$ cat src/rtl/fifo_wr_arbiter.sv
// Round-robin arbiter sharing the async FIFO write port among N_REQ requesters, winner locked per burst.
// Latency: 1 cycle IDLE->LOCK arbitration, then winc/wdata combinational with the accepted beat (0 cycles).
// Backpressure: wfull drops gnt/winc for the owner and holds the beat count; non-owners wait for their turn.
module fifo_wr_arbiter #(
    parameter int N_REQ     = 4,
    parameter int DSIZE     = 8,
    parameter int MAX_BURST = 4,
    localparam int PW       = (N_REQ > 1) ? $clog2(N_REQ) : 1,
    localparam int BW       = (MAX_BURST > 0) ? $clog2(MAX_BURST + 1) : 1
) (
    input  logic                   wclk,
    input  logic                   wrst,
    input  logic [N_REQ-1:0]       req,
    input  logic [N_REQ-1:0]       last,
    input  logic [N_REQ*DSIZE-1:0] din,
    input  logic                   wfull,
    output logic [N_REQ-1:0]       gnt,
    output logic                   winc,
    output logic [DSIZE-1:0]       wdata,
    output logic [PW-1:0]          owner,
    output logic                   busy
);

    localparam logic [0:0] ST_IDLE = 1'b0;
    localparam logic [0:0] ST_LOCK = 1'b1;

    logic [0:0]       state_q,    state_d;
    logic [PW-1:0]    rr_ptr_q,   rr_ptr_d;
    logic [PW-1:0]    owner_q,    owner_d;
    logic [BW-1:0]    beat_cnt_q, beat_cnt_d;

    logic             pick_vld;
    logic [PW-1:0]    pick_idx;
    logic             owner_req;
    logic             owner_last;
    logic [DSIZE-1:0] owner_dat;
    logic             beat_acc;
    logic             cap_hit;
    logic [PW-1:0]    owner_nxt;

    // Round-robin search: first requesting index starting at rr_ptr, wrapping explicitly at N_REQ.
    always_comb begin
        pick_vld = 1'b0;
        pick_idx = '0;
        for (int k = N_REQ - 1; k >= 0; k--) begin
            int cand;
            cand = int'(rr_ptr_q) + k;
            if (cand >= N_REQ) begin
                cand = cand - N_REQ;
            end
            if (req[cand]) begin
                pick_vld = 1'b1;
                pick_idx = PW'(cand);
            end
        end
    end

    // Select the locked requester's request, last flag and data slice.
    always_comb begin
        owner_req  = 1'b0;
        owner_last = 1'b0;
        owner_dat  = '0;
        for (int i = 0; i < N_REQ; i++) begin
            if (owner_q == PW'(i)) begin
                owner_req  = req[i];
                owner_last = last[i];
                owner_dat  = din[i*DSIZE +: DSIZE];
            end
        end
    end

    assign beat_acc  = (state_q == ST_LOCK) && owner_req && !wfull;
    assign cap_hit   = (beat_cnt_q == BW'(MAX_BURST - 1));
    assign owner_nxt = (owner_q == PW'(N_REQ - 1)) ? '0 : owner_q + PW'(1);

    // Grant, write strobe and data: only the owner may write, and never into a full FIFO.
    always_comb begin
        gnt = '0;
        for (int i = 0; i < N_REQ; i++) begin
            gnt[i] = (state_q == ST_LOCK) && (owner_q == PW'(i)) && !wfull;
        end
        winc  = beat_acc;
        wdata = beat_acc ? owner_dat : '0;
    end

    // Next-state: arbitrate in IDLE, count beats in LOCK, release on last or burst cap.
    always_comb begin
        state_d    = state_q;
        rr_ptr_d   = rr_ptr_q;
        owner_d    = owner_q;
        beat_cnt_d = beat_cnt_q;
        if (state_q == ST_IDLE) begin
            if (pick_vld) begin
                state_d    = ST_LOCK;
                owner_d    = pick_idx;
                beat_cnt_d = '0;
            end
        end else if (beat_acc) begin
            beat_cnt_d = beat_cnt_q + BW'(1);
            if (owner_last || cap_hit) begin
                state_d  = ST_IDLE;
                rr_ptr_d = owner_nxt;
            end
        end
    end

    // State registers; reset aborts any partial burst.
    always_ff @(posedge wclk or posedge wrst) begin
        if (wrst) begin
            state_q    <= ST_IDLE;
            rr_ptr_q   <= '0;
            owner_q    <= '0;
            beat_cnt_q <= '0;
        end else begin
            state_q    <= state_d;
            rr_ptr_q   <= rr_ptr_d;
            owner_q    <= owner_d;
            beat_cnt_q <= beat_cnt_d;
        end
    end

    assign owner = owner_q;
    assign busy  = (state_q == ST_LOCK);

endmodule

$ cat config.mk
export PLATFORM = sky130hd
export DESIGN_NAME = fifo_wr_arbiter
export DESIGN_NICKNAME = d
export VERILOG_FILES = /design/src/rtl/fifo_wr_arbiter.sv
export SDC_FILE = /design/constraint.sdc
export NUM_CORES = 1
export LEC_CHECK = 0
export BUFFER_PORTS_ARGS = -buffer_cell sky130_fd_sc_hd__buf_2
export CORE_MARGIN = 3
export CORE_UTILIZATION = 45
export DETAILED_ROUTE_END_ITERATION = 8
export HOLD_SLACK_MARGIN = 0.12
export PLACE_DENSITY = 0.88
export SKIP_CTS_REPAIR_TIMING = 1
export SLEW_MARGIN = 30
export SYNTH_ARGS = -nofsm -noshare
export SYNTH_HDL_FRONTEND = slang
export SYNTH_SLANG_ARGS = --single-unit
$ cat constraint.sdc
create_clock -name wclk -period 4.3 [get_ports wclk]
set_input_delay 1.075 -clock wclk [delete_from_list [all_inputs] [get_ports wclk]]
set_output_delay 1.075 -clock wclk [all_outputs]
set_load 0.03 [all_outputs]
==> flow_metrics.env, run 1 <==
export IMPL_start_util=0.498
export IMPL_n_antenna_cell=0
export IMPL_gp_congestion=0.825
export IMPL_power_mw=0.729
export IMPL_vias_per_cell=5.50
export IMPL_synth_top_family_by_area="compound AO/OA/AOI/OAI gates"
export IMPL_core_area_um2=1800
export IMPL_clk_pin_slew_worst_paths_ns=0.05
export IMPL_p_leak_nw=0.670
export IMPL_nets=234
export IMPL_die_w_um=50.7
export IMPL_finalHoldViolCount=0
export IMPL_hpwl_um=2160
export IMPL_min_period_over_period=0.906
export IMPL_num_rows=15
export IMPL_hold_depth=1
export IMPL_place_inst=205
export IMPL_synth_ff_type="dfrtp_1"
export IMPL_antenna_found_initial=0
export IMPL_drive_above_1_share=0.344
export IMPL_yosys_area_share_simple=0.195
export IMPL_max_vdd_ir_drop_v=0.000555
export IMPL_synth_compound_area_frac=0.361
export IMPL_grt_pass1_wl_um=4460
export IMPL_hold_slack_ns=0.520
export IMPL_worstMarginPinSlew_ns=0.806
export IMPL_yosysMostFrequentCell="a21oi_1"
export IMPL_syn_inst=130
export IMPL_wl_per_cell_um=13.2
export IMPL_yosys_area_share_adder=0.0837
export IMPL_ys_async_sr_fraction=1.00
export IMPL_track_usage=0.219
export IMPL_synth_cell_area_um2=897
export IMPL_cts_htree_levels=1
export IMPL_dp_slack_ns=0.682
export IMPL_synth_edf_count=0
export IMPL_root_buffer="clkbuf_4"
export IMPL_rsz0062_at_grt="false"
export IMPL_area_growth_syn_to_layout_pct=35.0
export IMPL_grt_ovfl_total=0
export IMPL_drt_drc_violations_left=0
export IMPL_drt_initial_drc_count=44
export IMPL_cts_buffers=3
export IMPL_drt_pre_antenna_iters=4
export IMPL_ys_warn_count=0
export IMPL_muxShareOfSynthArea=0.0363
export IMPL_synth_top_cell_by_area="dfrtp_1"
export IMPL_fin_skew_ns=0.000295
export IMPL_power_density_nw_per_um2=602
export IMPL_relSlewSlack=0.463
export IMPL_synth_top_area_share=0.223
export IMPL_clock_path_buffers=2
export IMPL_cap_violations=0
export IMPL_synthDistinctLibCells=28
export IMPL_cp_max_fo=21
export IMPL_r2r_cells=6
export IMPL_dieArea_um2=2570
export IMPL_timing_fmax_mhz=257
export IMPL_cts_sinks=8
export IMPL_cp_required_ns=3.22
export IMPL_ant_nets=0
export IMPL_slew_violations=0
export IMPL_arrival_ns=2.82
export IMPL_status="finished, final reports clean"
export IMPL_cp_end_kind="primary output"
export IMPL_yosysSeqAreaShare=0.223
export IMPL_vias=1145
export IMPL_setup_ws_ns=0.404
export IMPL_grt_pass1_vias=1087
export IMPL_ff2ff_setup_slack_ns=1.75
export IMPL_cts_tree="done"
export IMPL_synth_nets=179
export IMPL_ys_seq_elements=8
export IMPL_portBuffers=58
export IMPL_avgSynthCellArea_um2=6.90
export IMPL_ys_top_cells_by_area="dfrtp_1, a21oi_1, ha_1"
export IMPL_worstSetupPathType="reg -> out"
export IMPL_synthTopCellsByCount="a21oi_1, inv_1, nor2_1, o21ai_0, nand2_1"
export IMPL_critPathLaunchType="flip-flop"
export IMPL_setup_violations=0
export IMPL_worstSkewPairLatency_ns=0.24
export IMPL_wl_um=2750
export IMPL_period_needed_ns=3.90
export IMPL_die_y_um=50.7
export IMPL_hold_path_class="reg -> reg"
export IMPL_grt_max_degree=25
export IMPL_tns_ns=0
export IMPL_ioPinCount=59
export IMPL_synthXorXnorAreaFrac=0
export IMPL_fin_cells=208
[path summary, 6_finish.rpt]
kind                                      startpoint                        end
max                             owner[0]$_DFFE_PP0P_                   wdata[4]
min                        beat_cnt_q[0]$_DFFE_PP0P_  beat_cnt_q[0]$_DFFE_PP0P_
max reg2reg                     owner[0]$_DFFE_PP0P_    rr_ptr_q[0]$_DFFE_PP0P_
min reg2reg                beat_cnt_q[0]$_DFFE_PP0P_  beat_cnt_q[0]$_DFFE_PP0P_
max in group asynchronous                       wrst             busy$_DFF_PP0_
min in group asynchronous                       wrst       owner[0]$_DFFE_PP0P_
[placed cells by master, fill, tap and decap left out, types with 2 or more instances in the layout]
| master | count |
|---|---|
| nand3b_1 | 2 |
| inv_1 | 16 |
| a2111oi_0 | 2 |
| buf_2 | 58 |
| nand2_1 | 11 |
| ha_1 | 6 |
| o21ai_0 | 12 |
| mux2_1 | 2 |
| and2_1 | 4 |
| a21oi_1 | 22 |
| nor2_1 | 12 |
| nor2b_1 | 2 |
| nand4_1 | 3 |
| clkbuf_4 | 3 |
| dfrtp_1 | 8 |
| a22oi_1 | 8 |
[worst max-delay path: stages (launching register included)]
cell and delay (ns):
dfrtp_1 0.43, inv_1 0.10, ha_1 0.60, a21oi_1 0.16, a2111oi_0 0.57, nor2_1 0.32
nor2_1 0.18, buf_2 0.21
[cells by family after synthesis]
group,Yosys count
DFF,8
and+or+nand+nor,37
buffers and inverters,24
AOI/OAI and AO/OA,52
muxes,3
adders and majority gates,6
[final cells by class]
type | count | area, µm²
clock buffers | 3 | 22.5
fillers | 163 | 591
flip-flops and latches | 8 | 200
repair buffers | 58 | 290
well taps | 25 | 31.3
multi-input cells | 98 | 607
inverters | 16 | 60.1
[power breakdown]
| group | switching, mW | total (mW) | internal, mW | leakage (nW) |
|---|---|---|---|---|
| clock | 0.0227 | 0.0544 | 0.0317 | 0.0138 |
| combinational | 0.339 | 0.531 | 0.192 | 0.557 |
| sequential | 0.0340 | 0.143 | 0.109 | 0.0992 |
| total | 0.396 | 0.729 | 0.333 | 0.670 |
[sequential cells by signal, indices dropped and copies added, names as in the netlist]
signal      flops
owner           2
busy            1
beat_cnt_q      3
rr_ptr_q        2
[metal layers]
layer  global-route usage  up-vias  part of all wire
li1                     -      565                 -
met1                0.245      520              0.42
met2                0.396       56              0.48
met3               0.0415        4             0.082
met4                0.103        0            0.0091
met5                    0        -                 0
[through the flow]
stage | cell area (µm²) | util
2_1_floorplan | 897 | -
3_3_place_gp | 1190 | 0.660
3_5_place_dp | 1190 | 0.660
4_1_cts | 1210 | 0.672
5_1_grt | 1210 | 0.672
6_report | 1210 | 0.672
Note: power is estimated with default switching activity, not from simulation.
==> run 2: changes to the inputs <==
CTS_BUF_LIST = sky130_fd_sc_hd__clkbuf_16   (was not set)
==> flow_metrics.env, run 2 (synthesized netlist as in run 1, its figures left out) <==
export IMPL_status="finished, final reports clean"
export IMPL_die_y_um=50.7
export IMPL_num_rows=15
export IMPL_core_area_um2=1800
export IMPL_rsz0062_at_grt="false"
export IMPL_slew_violations=0
export IMPL_drt_initial_drc_count=20
export IMPL_ant_nets=0
export IMPL_max_vdd_ir_drop_v=0.000626
export IMPL_portBuffers=58
export IMPL_grt_ovfl_total=0
export IMPL_wl_per_cell_um=13.5
export IMPL_grt_pass1_wl_um=4490
export IMPL_dieArea_um2=2570
export IMPL_root_buffer="clkbuf_16"
export IMPL_drive_above_1_share=0.344
export IMPL_setup_violations=0
export IMPL_vias=1147
export IMPL_layout_commonest_cell="buf_2"
export IMPL_cp_cell_sequence="inv_1, ha_1, a21oi_1, a2111oi_0, nor2_1, nor2_1, buf_2"
export IMPL_cpMostUsedCell="nor2_1"
export IMPL_antenna_found_initial=0
export IMPL_worstSkewPairLatency_ns=0.23
export IMPL_arrival_ns=2.81
export IMPL_fin_skew_ns=0.000894
export IMPL_worstSetupPathType="reg -> out"
export IMPL_critPathMaxStageDelay_ns=0.61
export IMPL_timing_fmax_mhz=257
export IMPL_relSlewSlack=0.461
export IMPL_drt_pre_antenna_iters=5
export IMPL_post_route_cell_area_um2=1260
export IMPL_nets=234
export IMPL_place_inst=205
export IMPL_cts_buffers=3
export IMPL_met1Wirelength_um=1180
export IMPL_wl_met2_um=1340
export IMPL_crit_path_top_delay_cell="ha_1"
export IMPL_gp_congestion=0.825
export IMPL_highest_layer="met4"
export IMPL_n_antenna_cell=0
export IMPL_cts_sinks=8
export IMPL_cp_end_kind="primary output"
export IMPL_place_area_um2=1190
export IMPL_grt_pass1_vias=1071
export IMPL_drt_drc_violations_left=0
export IMPL_largest_register="beat_cnt_q"
export IMPL_largest_reg_flops=3
export IMPL_clk_pin_slew_worst_paths_ns=0.03
export IMPL_hold_path_class="reg -> reg"
export IMPL_start_util=0.498
export IMPL_critPathLaunchType="flip-flop"
export IMPL_worst_path_buf_inv=2
export IMPL_power_density_nw_per_um2=658
export IMPL_track_usage=0.221
export IMPL_mostFrequentLayoutCells="buf_2, a21oi_1, inv_1, o21ai_0, nor2_1"
export IMPL_cp_required_ns=3.22
export IMPL_ioPinCount=59
export IMPL_cp_top_family="compound AO/OA/AOI/OAI gates"
export IMPL_p_leak_nw=0.693
export IMPL_min_period_over_period=0.904
export IMPL_cp_max_fo=21
export IMPL_fin_cells=208
export IMPL_period_needed_ns=3.89
export IMPL_wl_um=2810
export IMPL_finalHoldViolCount=0
export IMPL_worstMarginPinSlew_ns=0.808
export IMPL_cap_violations=0
export IMPL_tns_ns=0
export IMPL_area_growth_syn_to_layout_pct=40.9
export IMPL_grt_max_degree=25
export IMPL_clock_path_buffers=2
export IMPL_hpwl_um=2160
export IMPL_cts_tree="done"
export IMPL_vias_per_cell=5.51
export IMPL_cts_htree_levels=1
export IMPL_die_w_um=50.7
export IMPL_wl_met3_um=238
## run 2: cell counts in the layout (fill, tap and decap cells not counted)
Identical to the previous run, type by type.
## run 2: stage by stage
stage | utilization | setup slack (ns) | hold slack, ns | power (mW)
after floorplan | - | 0.874 | 0.465 | 0.537
after global placement | 0.660 | 0.789 | 0.510 | 0.649
after detailed placement | 0.660 | 0.682 | 0.512 | 0.674
after CTS | 0.701 | 0.461 | 0.519 | 0.828
after global routing | 0.701 | 0.104 | 0.562 | 0.900
final | 0.701 | 0.412 | 0.521 | 0.831
## run 2: path summary, 6_finish.rpt
kind | startpoint | end | slack (ns) | depth (start not counted)
worst max-delay path | owner[0]$_DFFE_PP0P_ | wdata[4] | 0.41 | 7
worst min-delay path | beat_cnt_q[0]$_DFFE_PP0P_ | beat_cnt_q[0]$_DFFE_PP0P_ | 0.52 | 1
worst max register to register | owner[0]$_DFFE_PP0P_ | rr_ptr_q[0]$_DFFE_PP0P_ | 1.73 | 6
worst min register to register | beat_cnt_q[0]$_DFFE_PP0P_ | beat_cnt_q[0]$_DFFE_PP0P_ | 0.52 | 1
max in group asynchronous | wrst | beat_cnt_q[0]$_DFFE_PP0P_ | 3.30 | 2
min in group asynchronous | wrst | owner[1]$_DFFE_PP0P_ | 0.78 | 2
## run 2: cell type report
class / count / area [µm²]
Multi-Input combinational cell: 98 / 607
Fill cell: 152 / 538
Timing Repair Buffer: 58 / 290
Sequential cell: 8 / 200
Clock buffer: 3 / 75.1
Inverter: 16 / 60.1
Tap cell: 25 / 31.3
## run 2: where the power goes
part / internal [mW] / leakage, nW / switching [mW]
Sequential: 0.110 / 0.0992 / 0.0340
Combinational: 0.192 / 0.557 / 0.343
Clock: 0.120 / 0.0370 / 0.0329
## run 2: routing by layer
metal  vias to the layer above  global-route usage
met5                         -                   0
li1                        563                   -
met2                        60               0.385
met4                         0              0.0987
met3                         8              0.0504
met1                       516               0.255
==> run 3: changes to the inputs <==
CELL_PAD_IN_SITES_DETAIL_PLACEMENT = 0   (was not set)
CELL_PAD_IN_SITES_GLOBAL_PLACEMENT = 1   (was not set)
CORE_UTILIZATION = 29   (was 45)
PLACE_DENSITY = 0.87   (was 0.88)
==> flow_metrics.env, run 3 (synthesized netlist as in run 1, its figures left out) <==
export IMPL_status="finished, final reports clean"
export IMPL_power_density_nw_per_um2=652
export IMPL_crit_path_top_delay_cell="ha_1"
export IMPL_setup_ws_ns=0.505
export IMPL_critPathLaunchType="flip-flop"
export IMPL_worstSetupPathType="reg -> out"
export IMPL_finalHoldViolCount=0
export IMPL_worst_path_buf_inv=2
export IMPL_area_growth_syn_to_layout_pct=41.7
export IMPL_hold_depth=2
export IMPL_rsz0062_at_grt="false"
export IMPL_cts_htree_levels=1
export IMPL_p_int_mw=0.421
export IMPL_sequentialPowerShare=0.174
export IMPL_timing_fmax_mhz=264
export IMPL_drt_drc_violations_left=0
export IMPL_p_leak_nw=0.693
export IMPL_track_usage=0.139
export IMPL_slew_violations=0
export IMPL_pwr_share_clk=0.182
export IMPL_ant_nets=0
export IMPL_largest_register="beat_cnt_q"
export IMPL_switching_share=0.492
export IMPL_die_w_um=61.6
export IMPL_worstMarginPinSlew_ns=0.759
export IMPL_r2r_cells=6
export IMPL_cts_tree="done"
export IMPL_hpwl_um=2280
export IMPL_cap_violations=0
export IMPL_cp_required_ns=3.22
export IMPL_grt_ovfl_total=0
export IMPL_min_period_over_period=0.883
export IMPL_cts_sinks=8
export IMPL_layout_commonest_cell="buf_2"
export IMPL_mostFrequentLayoutCells="buf_2, a21oi_1, inv_1, o21ai_0, nor2_1"
export IMPL_cpMostUsedCell="nor2_1"
export IMPL_drt_pre_antenna_iters=4
export IMPL_setup_violations=0
export IMPL_wl_um=2750
export IMPL_cp_max_fo=21
export IMPL_cp_end_kind="primary output"
export IMPL_max_vdd_ir_drop_v=0.000439
export IMPL_tns_ns=0
export IMPL_portBuffers=58
export IMPL_switchingPower_mw=0.408
export IMPL_cts_buffers=3
export IMPL_clock_path_buffers=2
export IMPL_grt_pass1_vias=914
export IMPL_relSlewSlack=0.494
export IMPL_worstSkewPairLatency_ns=0.23
export IMPL_cp_depth=7
export IMPL_post_route_cell_area_um2=1270
export IMPL_place_area_um2=1200
export IMPL_root_buffer="clkbuf_16"
export IMPL_p_comb_frac=0.644
export IMPL_core_area_um2=2850
export IMPL_hold_path_class="reg -> reg"
export IMPL_critPathMaxStageDelay_ns=0.61
export IMPL_num_rows=19
export IMPL_arrival_ns=2.72
export IMPL_die_y_um=61.6
export IMPL_drive_above_1_share=0.344
export IMPL_gp_congestion=0.770
export IMPL_fin_skew_ns=0.00236
export IMPL_cp_cell_sequence="inv_1, ha_1, a21oi_1, a2111oi_0, nor2_1, nor2_1, buf_2"
export IMPL_n_antenna_cell=0
export IMPL_dieArea_um2=3800
export IMPL_period_needed_ns=3.79
export IMPL_cp_top_family="compound AO/OA/AOI/OAI gates"
export IMPL_start_util=0.314
export IMPL_clk_pin_slew_worst_paths_ns=0.04
export IMPL_wl_per_cell_um=12.8
export IMPL_antenna_found_initial=0
export IMPL_drt_initial_drc_count=70
export IMPL_dp_slack_ns=0.697
export IMPL_largest_reg_flops=3
export IMPL_grt_max_degree=25
export IMPL_vias_per_cell=5.07
export IMPL_ioPinCount=59
export IMPL_nets=234
export IMPL_vias=1085
export IMPL_grt_pass1_wl_um=4080
[run 3: through the flow]
step                hold WS [ns]  total power, mW  instances   util
floorplan                  0.465            0.537        130      -
global placement           0.499            0.668        211  0.419
detailed placement         0.518            0.676        211  0.419
CTS                        0.526            0.832        214  0.446
global route               0.548            0.906        214  0.446
finish                     0.522            0.829        214  0.446
[run 3: worst min-delay path: stages (launching register included)]
cell and delay (ns):
dfrtp_1 0.34, nand4_1 0.07, nand2_1 0.08
[run 3: power by group through the flow]
stage          Clock [mW]  Sequential, mW  Combinational [mW]
3_3_place_gp            0           0.142               0.526
4_1_cts             0.154           0.143               0.535
6_report            0.151           0.144               0.534
5_1_grt             0.157           0.149               0.600
2_1_floorplan           0           0.159               0.379
3_5_place_dp            0           0.144               0.532
[run 3: layout make-up]
type                    count  area, µm²
inverters                  16       60.1
repair buffers             58        290
multi-input cells          98        607
flip-flops and latches      8        200
fillers                   307       1580
clock buffers               3       75.1
well taps                  31       38.8
[run 3: final timing paths]
check	start	to	slack [ns]
worst max-delay path	owner[0]$_DFFE_PP0P_	wdata[6]	0.51
worst max register to register	owner[0]$_DFFE_PP0P_	rr_ptr_q[0]$_DFFE_PP0P_	1.77
max in group asynchronous	wrst	beat_cnt_q[1]$_DFFE_PP0P_	3.29
min in group asynchronous	wrst	busy$_DFF_PP0_	0.78
worst min-delay path	beat_cnt_q[1]$_DFFE_PP0P_	beat_cnt_q[1]$_DFFE_PP0P_	0.52
worst min register to register	beat_cnt_q[1]$_DFFE_PP0P_	beat_cnt_q[1]$_DFFE_PP0P_	0.52
[run 3: routing by layer]
layer / global-route usage / share of wire / vias up
li1: - / - / 563
met1: 0.200 / 0.47 / 497
met2: 0.223 / 0.49 / 21
met3: 0.0168 / 0.035 / 4
met4: 0.0273 / 0.012 / 0
met5: 0 / 0 / -
